File: config.mk
export PLATFORM = sky130hd
export DESIGN_NAME = axi_timer_irq
export DESIGN_NICKNAME = d
export VERILOG_FILES = /design/src/rtl/axi_timer_irq_pkg.sv /design/src/rtl/irq_sync_edge.sv /design/src/rtl/axi_timer_irq.sv
export SDC_FILE = /design/constraint.sdc
export NUM_CORES = 1
export LEC_CHECK = 0
export ABC_AREA = 1
export BUFFER_PORTS_ARGS = -buffer_cell sky130_fd_sc_hd__buf_2
export CORE_UTILIZATION = 50
export DETAILED_ROUTE_END_ITERATION = 16
export GPL_TIMING_DRIVEN = 0
export PLACE_DENSITY = 0.76
export SYNTH_ARGS = -nofsm -noshare
export SYNTH_HDL_FRONTEND = slang
export SYNTH_SLANG_ARGS = --single-unit
File: constraint.sdc
create_clock -name CLK -period 4.1 [get_ports CLK]
set_input_delay 0.41 -clock CLK [delete_from_list [all_inputs] [get_ports CLK]]
set_output_delay 0.41 -clock CLK [all_outputs]
set_load 0.05 [all_outputs]
File: src/rtl/axi_timer_irq_pkg.sv
// Shared definitions for the AXI4-lite timer / interrupt controller slave:
// register offsets, CTRL bits, FSM state types and interconnect map entry.
package axi_timer_irq_pkg;

  localparam int ADDR_DEC_W = 3;

  localparam logic [ADDR_DEC_W-1:0] TIMER_CTRL  = 3'd0;
  localparam logic [ADDR_DEC_W-1:0] TIMER_LOAD  = 3'd1;
  localparam logic [ADDR_DEC_W-1:0] TIMER_COUNT = 3'd2;
  localparam logic [ADDR_DEC_W-1:0] TIMER_PEND  = 3'd3;
  localparam logic [ADDR_DEC_W-1:0] TIMER_MASK  = 3'd4;
  localparam logic [ADDR_DEC_W-1:0] TIMER_PRESC = 3'd5;

  localparam int CTRL_EN     = 0;
  localparam int CTRL_RELOAD = 1;

  // Interconnect memory-map entry (word addresses, 8-word window).
  localparam logic [31:0] TIMER_ADDR_USE  = 32'h0000_0400;
  localparam logic [31:0] TIMER_ADDR_MASK = 32'hFFFF_FFF8;

  typedef enum logic {WR_IDLE = 1'b0, WR_RESP = 1'b1} wr_state_e;
  typedef enum logic {RD_IDLE = 1'b0, RD_DATA = 1'b1} rd_state_e;

  typedef struct packed {
    wr_state_e wr;
    rd_state_e rd;
  } fsm_state_t;

  // Bits 0..n_ext of PEND/MASK exist: timer plus one per external input.
  function automatic logic [31:0] irq_valid_mask(input int n_ext);
    logic [31:0] m;
    m = '0;
    for (int i = 0; i < 32; i++) begin
      if (i <= n_ext) m[i] = 1'b1;
    end
    return m;
  endfunction

  function automatic logic [31:0] strb_mask(input logic [3:0] strb);
    return {{8{strb[3]}}, {8{strb[2]}}, {8{strb[1]}}, {8{strb[0]}}};
  endfunction

endpackage

File: src/rtl/irq_sync_edge.sv
// Two-flop synchronizer for one asynchronous level input, followed by a
// rising-edge detector on the synchronized signal.
module irq_sync_edge (
  input  logic CLK,
  input  logic RST,
  input  logic async_in,
  output logic rise
);

  logic sync1, sync2, sync2_d;

  always_ff @(posedge CLK or negedge RST) begin
    if (!RST) begin
      sync1   <= 1'b0;
      sync2   <= 1'b0;
      sync2_d <= 1'b0;
    end else begin
      sync1   <= async_in;
      sync2   <= sync1;
      sync2_d <= sync2;
    end
  end

  assign rise = sync2 & ~sync2_d;

endmodule

File: src/rtl/axi_timer_irq.sv
// AXI4-lite slave: 32-bit down-counting timer plus interrupt pending/mask
// controller. Optional prescaler enabled by defining AXI_TIMER_PRESCALER_EN.
module axi_timer_irq
  import axi_timer_irq_pkg::*;
#(
  parameter int N_EXT = 4
) (
  input  logic             CLK,
  input  logic             RST,
  input  logic             axi_awvalid,
  output logic             axi_awready,
  input  logic [31:0]      axi_awaddr,
  input  logic [2:0]       axi_awprot,
  input  logic             axi_wvalid,
  output logic             axi_wready,
  input  logic [31:0]      axi_wdata,
  input  logic [3:0]       axi_wstrb,
  output logic             axi_bvalid,
  input  logic             axi_bready,
  input  logic             axi_arvalid,
  output logic             axi_arready,
  input  logic [31:0]      axi_araddr,
  input  logic [2:0]       axi_arprot,
  output logic             axi_rvalid,
  input  logic             axi_rready,
  output logic [31:0]      axi_rdata,
  input  logic [N_EXT-1:0] ext_irq,
  output logic [31:0]      irq_out
);

  localparam logic [31:0] VALID = irq_valid_mask(N_EXT);

  // Handshakes: a transfer happens on a rising edge where valid and ready are
  // both high; AW and W are only ever accepted together, B/R held until ready.
  fsm_state_t fsm_q, fsm_d;
  logic       wr_accept, rd_accept;

  always_ff @(posedge CLK or negedge RST) begin
    if (!RST) fsm_q <= '{wr: WR_IDLE, rd: RD_IDLE};
    else      fsm_q <= fsm_d;
  end

  always_comb begin
    fsm_d      = fsm_q;
    wr_accept  = 1'b0;
    rd_accept  = 1'b0;
    axi_bvalid = 1'b0;
    axi_rvalid = 1'b0;
    case (fsm_q.wr)
      WR_IDLE: if (axi_awvalid && axi_wvalid) begin
        wr_accept = 1'b1;
        fsm_d.wr  = WR_RESP;
      end
      WR_RESP: begin
        axi_bvalid = 1'b1;
        if (axi_bready) fsm_d.wr = WR_IDLE;
      end
      default: fsm_d.wr = WR_IDLE;
    endcase
    case (fsm_q.rd)
      RD_IDLE: if (axi_arvalid) begin
        rd_accept = 1'b1;
        fsm_d.rd  = RD_DATA;
      end
      RD_DATA: begin
        axi_rvalid = 1'b1;
        if (axi_rready) fsm_d.rd = RD_IDLE;
      end
      default: fsm_d.rd = RD_IDLE;
    endcase
  end

  assign axi_awready = wr_accept;
  assign axi_wready  = wr_accept;
  assign axi_arready = rd_accept;

  logic [ADDR_DEC_W-1:0] wr_addr;
  logic [31:0]           wmask;
  logic                  wr_ctrl, wr_load, wr_pend, wr_mask;

  assign wr_addr = axi_awaddr[ADDR_DEC_W-1:0];
  assign wmask   = strb_mask(axi_wstrb);
  assign wr_ctrl = wr_accept && (wr_addr == TIMER_CTRL);
  assign wr_load = wr_accept && (wr_addr == TIMER_LOAD);
  assign wr_pend = wr_accept && (wr_addr == TIMER_PEND);
  assign wr_mask = wr_accept && (wr_addr == TIMER_MASK);

  logic        ctrl_en, ctrl_reload;
  logic [31:0] load_q, count_q, pend_q, mask_q;
  logic [31:0] load_new, pend_set, pend_clr;
  logic [N_EXT-1:0] ext_rise;
  logic        tick, tmr_step, count_zero;

  for (genvar k = 0; k < N_EXT; k++) begin : g_sync
    irq_sync_edge u_sync (
      .CLK      (CLK),
      .RST      (RST),
      .async_in (ext_irq[k]),
      .rise     (ext_rise[k])
    );
  end

`ifdef AXI_TIMER_PRESCALER_EN
  logic [7:0] presc_q, psc_cnt;
  logic       wr_presc;

  assign wr_presc = wr_accept && (wr_addr == TIMER_PRESC);
  assign tick     = ctrl_en && (psc_cnt == presc_q);

  always_ff @(posedge CLK or negedge RST) begin
    if (!RST) begin
      presc_q <= '0;
      psc_cnt <= '0;
    end else begin
      if (wr_presc && axi_wstrb[0]) presc_q <= axi_wdata[7:0];
      if (wr_ctrl || wr_load)  psc_cnt <= '0;
      else if (ctrl_en)        psc_cnt <= (psc_cnt == presc_q) ? 8'd0 : psc_cnt + 8'd1;
    end
  end
`else
  assign tick = ctrl_en;
`endif

  // A CTRL or LOAD write owns the timer state for that cycle.
  assign tmr_step   = tick && !(wr_ctrl || wr_load);
  assign count_zero = (count_q == '0);
  assign load_new   = (load_q & ~wmask) | (axi_wdata & wmask);
  assign pend_clr   = wr_pend ? (axi_wdata & wmask) : '0;

  always_comb begin
    pend_set          = '0;
    pend_set[0]       = tmr_step && count_zero;
    pend_set[N_EXT:1] = ext_rise;
  end

  always_ff @(posedge CLK or negedge RST) begin
    if (!RST) begin
      ctrl_en     <= 1'b0;
      ctrl_reload <= 1'b0;
      load_q      <= '0;
      count_q     <= '0;
      pend_q      <= '0;
      mask_q      <= '0;
      irq_out     <= '0;
    end else begin
      if (wr_ctrl && axi_wstrb[0]) begin
        ctrl_en     <= axi_wdata[CTRL_EN];
        ctrl_reload <= axi_wdata[CTRL_RELOAD];
      end else if (tmr_step && count_zero && !ctrl_reload) begin
        ctrl_en <= 1'b0;
      end
      if (wr_load) begin
        load_q  <= load_new;
        count_q <= load_new;
      end else if (tmr_step) begin
        count_q <= count_zero ? (ctrl_reload ? load_q : '0) : count_q - 32'd1;
      end
      if (wr_mask) mask_q <= ((mask_q & ~wmask) | (axi_wdata & wmask)) & VALID;
      // Set terms are OR-ed after the clear so a same-cycle set wins.
      pend_q  <= ((pend_q & ~pend_clr) | pend_set) & VALID;
      irq_out <= pend_q & mask_q;
    end
  end

  logic [31:0] rd_word;

  always_comb begin
    rd_word = '0;
    case (axi_araddr[ADDR_DEC_W-1:0])
      TIMER_CTRL:  rd_word = {30'd0, ctrl_reload, ctrl_en};
      TIMER_LOAD:  rd_word = load_q;
      TIMER_COUNT: rd_word = count_q;
      TIMER_PEND:  rd_word = pend_q;
      TIMER_MASK:  rd_word = mask_q;
`ifdef AXI_TIMER_PRESCALER_EN
      TIMER_PRESC: rd_word = {24'd0, presc_q};
`endif
      default:     rd_word = '0;
    endcase
  end

  always_ff @(posedge CLK or negedge RST) begin
    if (!RST)           axi_rdata <= '0;
    else if (rd_accept) axi_rdata <= rd_word;
  end

  logic unused_ok;
  assign unused_ok = ^{axi_awprot, axi_arprot, axi_awaddr[31:ADDR_DEC_W],
                       axi_araddr[31:ADDR_DEC_W]};

endmodule

==> impl_metrics.json <==
{
  "worstPathRequired_ps": 3690,
  "drt_iter0_drc": 639,
  "max_stage_delay_ps": 380,
  "grt_pass1_wl_um": 32100,
  "async_flop_share": 1.00,
  "grt_pass1_vias": 6262,
  "synth-seq-cells": 127,
  "p_per_area_nw_per_um2": 567,
  "die-area_sq_um": 14800,
  "cts_tree": "done",
  "clock_skew_ps": 8.15,
  "synth_edf_count": 0,
  "wirelength_um": 20200,
  "final_layout_size_suffix_gt1_frac": 0.165,
  "ios": 186,
  "ctsHtreeMaxLevel": 4,
  "drv_slew": 0,
  "drtPass1Iterations": 5,
  "synth_area_leaders": "dfrtp_1 44%, nand2_1 15%, nor2_1 7.1%",
  "cp_common_cell": "inv_1",
  "min_path_type": "input pin to register",
  "start_kind": "register",
  "dp_hpwl_um": 14600,
  "yosysWarnings": 0,
  "min_period_over_period": 0.590,
  "avgViaCountPerCell": 5.25,
  "endpoint_kind": "primary output",
  "synthFlopType": "dfrtp_1",
  "synth.avg_cell_area_sq_um": 7.21,
  "yosysTopAreaCell": "dfrtp_1",
  "grtUsageTotal": 0.289,
  "leakagePower_nw": 4.62,
  "path_class": "register to primary output",
  "place_congestion": 0.927,
  "area_growth_pct": 20.7,
  "start_util": 0.513,
  "synth_top_area_frac": 0.445,
  "maxCapViolations": 0,
  "timing.hold.ws_ps": 88.8,
  "cp_max_fo": 10,
  "cts_buffer_depth": 2,
  "setup-tns-final_ps": 0,
  "die_y_um": 122,
  "clock_sinks": 127,
  "slew_headroom": 0.546,
  "dieWidth_um": 122,
  "cts_resized": 0,
  "cp_num_buf_inv": 4,
  "most-common-layout-cells": "280 x nand2_1, 136 x nor2_1, 127 x dfrtp_1",
  "clk_latency_ps": 430,
  "port_buffers": 92,
  "grt_overflow": 0,
  "cp_cell_sequence": "inv_1, nand2_1, inv_1, clkbuf_1, buf_2",
  "fmax_ghz": 0.413,
  "route.detailed.drc": 0,
  "synth_area_sq_um": 7140,
  "ys_types": 35,
  "core_sq_um": 13900,
  "final_common_cell": "nand2_1",
  "cts_buffers": 17,
  "diodes": 0,
  "worstPathArrival_ps": 2010,
  "cts_root_buf": "clkbuf_16",
  "path_delay_family": "buffers and inverters",
  "yosysSeqAreaShare": 0.445,
  "antenna_found_initial": 0,
  "grt_max_degree": 85,
  "rsz0062_at_grt": "no",
  "ant_nets": 0,
  "status": "complete, no violations",
  "finalHoldViolCount": 0,
  "slowest_stage": "clkbuf_1",
  "fin_nets": 1249,
  "ir_drop_v": 0.000365,
  "period_needed_ps": 2420,
  "placed_cell_area_sq_um": 7960,
  "synthCells": 991,
  "num_vias": 6944,
  "setup_viol": 0,
  "wl_per_cell_um": 15.3,
  "worst_pin_slew_ps": 681,
  "fin_area_sq_um": 8620,
  "rows": 43,
  "clkTransAtPathRegs_ps": 60
}
-- power breakdown --
| part | internal [W] | total [W] | switching (W) | leakage [nW] |
|---|---|---|---|---|
| logic | 0.000432 | 0.00145 | 0.00102 | 2.79 |
| clock network | 0.00111 | 0.00167 | 0.000565 | 0.310 |
| registers | 0.00153 | 0.00177 | 0.000235 | 1.52 |
| total | 0.00307 | 0.00489 | 0.00182 | 4.62 |
-- cell families after synthesis --
| family | Yosys count | share of synthesized area |
|---|---|---|
| buffers and inverters | 186 | 0.116 |
| adders and majority gates | 2 | 0.00350 |
| muxes | 4 | 0.00613 |
| DFF | 127 | 0.445 |
| AOI/OAI and AO/OA | 160 | 0.127 |
| xor gates and xnor gates | 10 | 0.0123 |
| and+or+nand+nor | 501 | 0.290 |
| other | 1 | 0.000525 |
-- timing repair --
item,in CTS,in global routing
endpoints found under the hold margin,43,0
setup buffers,0,0
hold buffers,1,0
-- worst paths after layout --
check | from | endpoint | slack, ps | depth (start not counted)
worst max-delay path | fsm_q[0] | axi_arready | 1680 | 5
worst min-delay path | ext_irq[2] | g_sync[2].u_sync.sync1 | 90 | 1
worst max register to register | fsm_q[1] | count_q[11] | 1940 | 9
worst min register to register | g_sync[2].u_sync.sync1 | g_sync[2].u_sync.sync2 | 350 | 0
max in group asynchronous | RST | pend_q[3] | 2870 | 3
min in group asynchronous | RST | axi_rdata[22] | 470 | 2
-- layout make-up --
cell class	instances	area, sq um
tap	180	225
fill	1287	5320
clock buffer	22	464
multi-input combinational	704	3240
timing repair buffer	94	504
buffer	64	368
inverter	122	458
clock inverter	10	184
sequential	127	3180
-- metrics by stage --
stage | util | instances | total power, W | setup slack [ps]
after floorplan | - | 1017 | 0.00281 | 1950
after global placement | 0.569 | 1289 | 0.00317 | 884
after detailed placement | 0.571 | 1290 | 0.00320 | 1780
after CTS | 0.618 | 1323 | 0.00489 | 1670
after global routing | 0.618 | 1323 | 0.00515 | 1530
final | 0.618 | 1323 | 0.00489 | 1680
-- worst register-to-register path: cells and delay by family (launching register included) --
kind	cells	cell delay, ps
AOI/OAI and AO/OA	1	100
buffers and inverters	3	520
DFF	1	420
and+or+nand+nor	5	1010
-- per-layer routing --
metal | routed length (um) | track usage | vias to the layer above
li1 | - | - | 3373
met1 | 9180 | 0.413 | 3231
met2 | 8930 | 0.426 | 305
met3 | 1660 | 0.0728 | 35
met4 | 441 | 0.103 | 0
met5 | 0 | 0 | -
-- registers in the layout (all words and copies together) (netlist names), named ones only --
name and count:
count_q 32, pend_q 5, fsm_q 2, g_sync.u_sync.sync2_d 4, ctrl_en 1, irq_out 5
g_sync.u_sync.sync2 4, g_sync.u_sync.sync1 4, load_q 32, axi_rdata 32, ctrl_reload 1
-- cells in the mapped netlist, types with 3 or more instances --
cell,instances
a21oi_1,33
o2111ai_1,3
mux2_2,3
o22ai_1,28
nand4_1,12
inv_1,120
buf_1,3
xor2_1,9
o211ai_2,6
dfrtp_1,127
nor2_2,6
nand3_1,53
o21ai_0,71
nor2_4,5
nand2_2,5
buf_4,28
buf_2,6
o21ai_1,13
nor2_1,136
nand2_1,280
clkbuf_1,25
(Power assumes the default switching activity.)
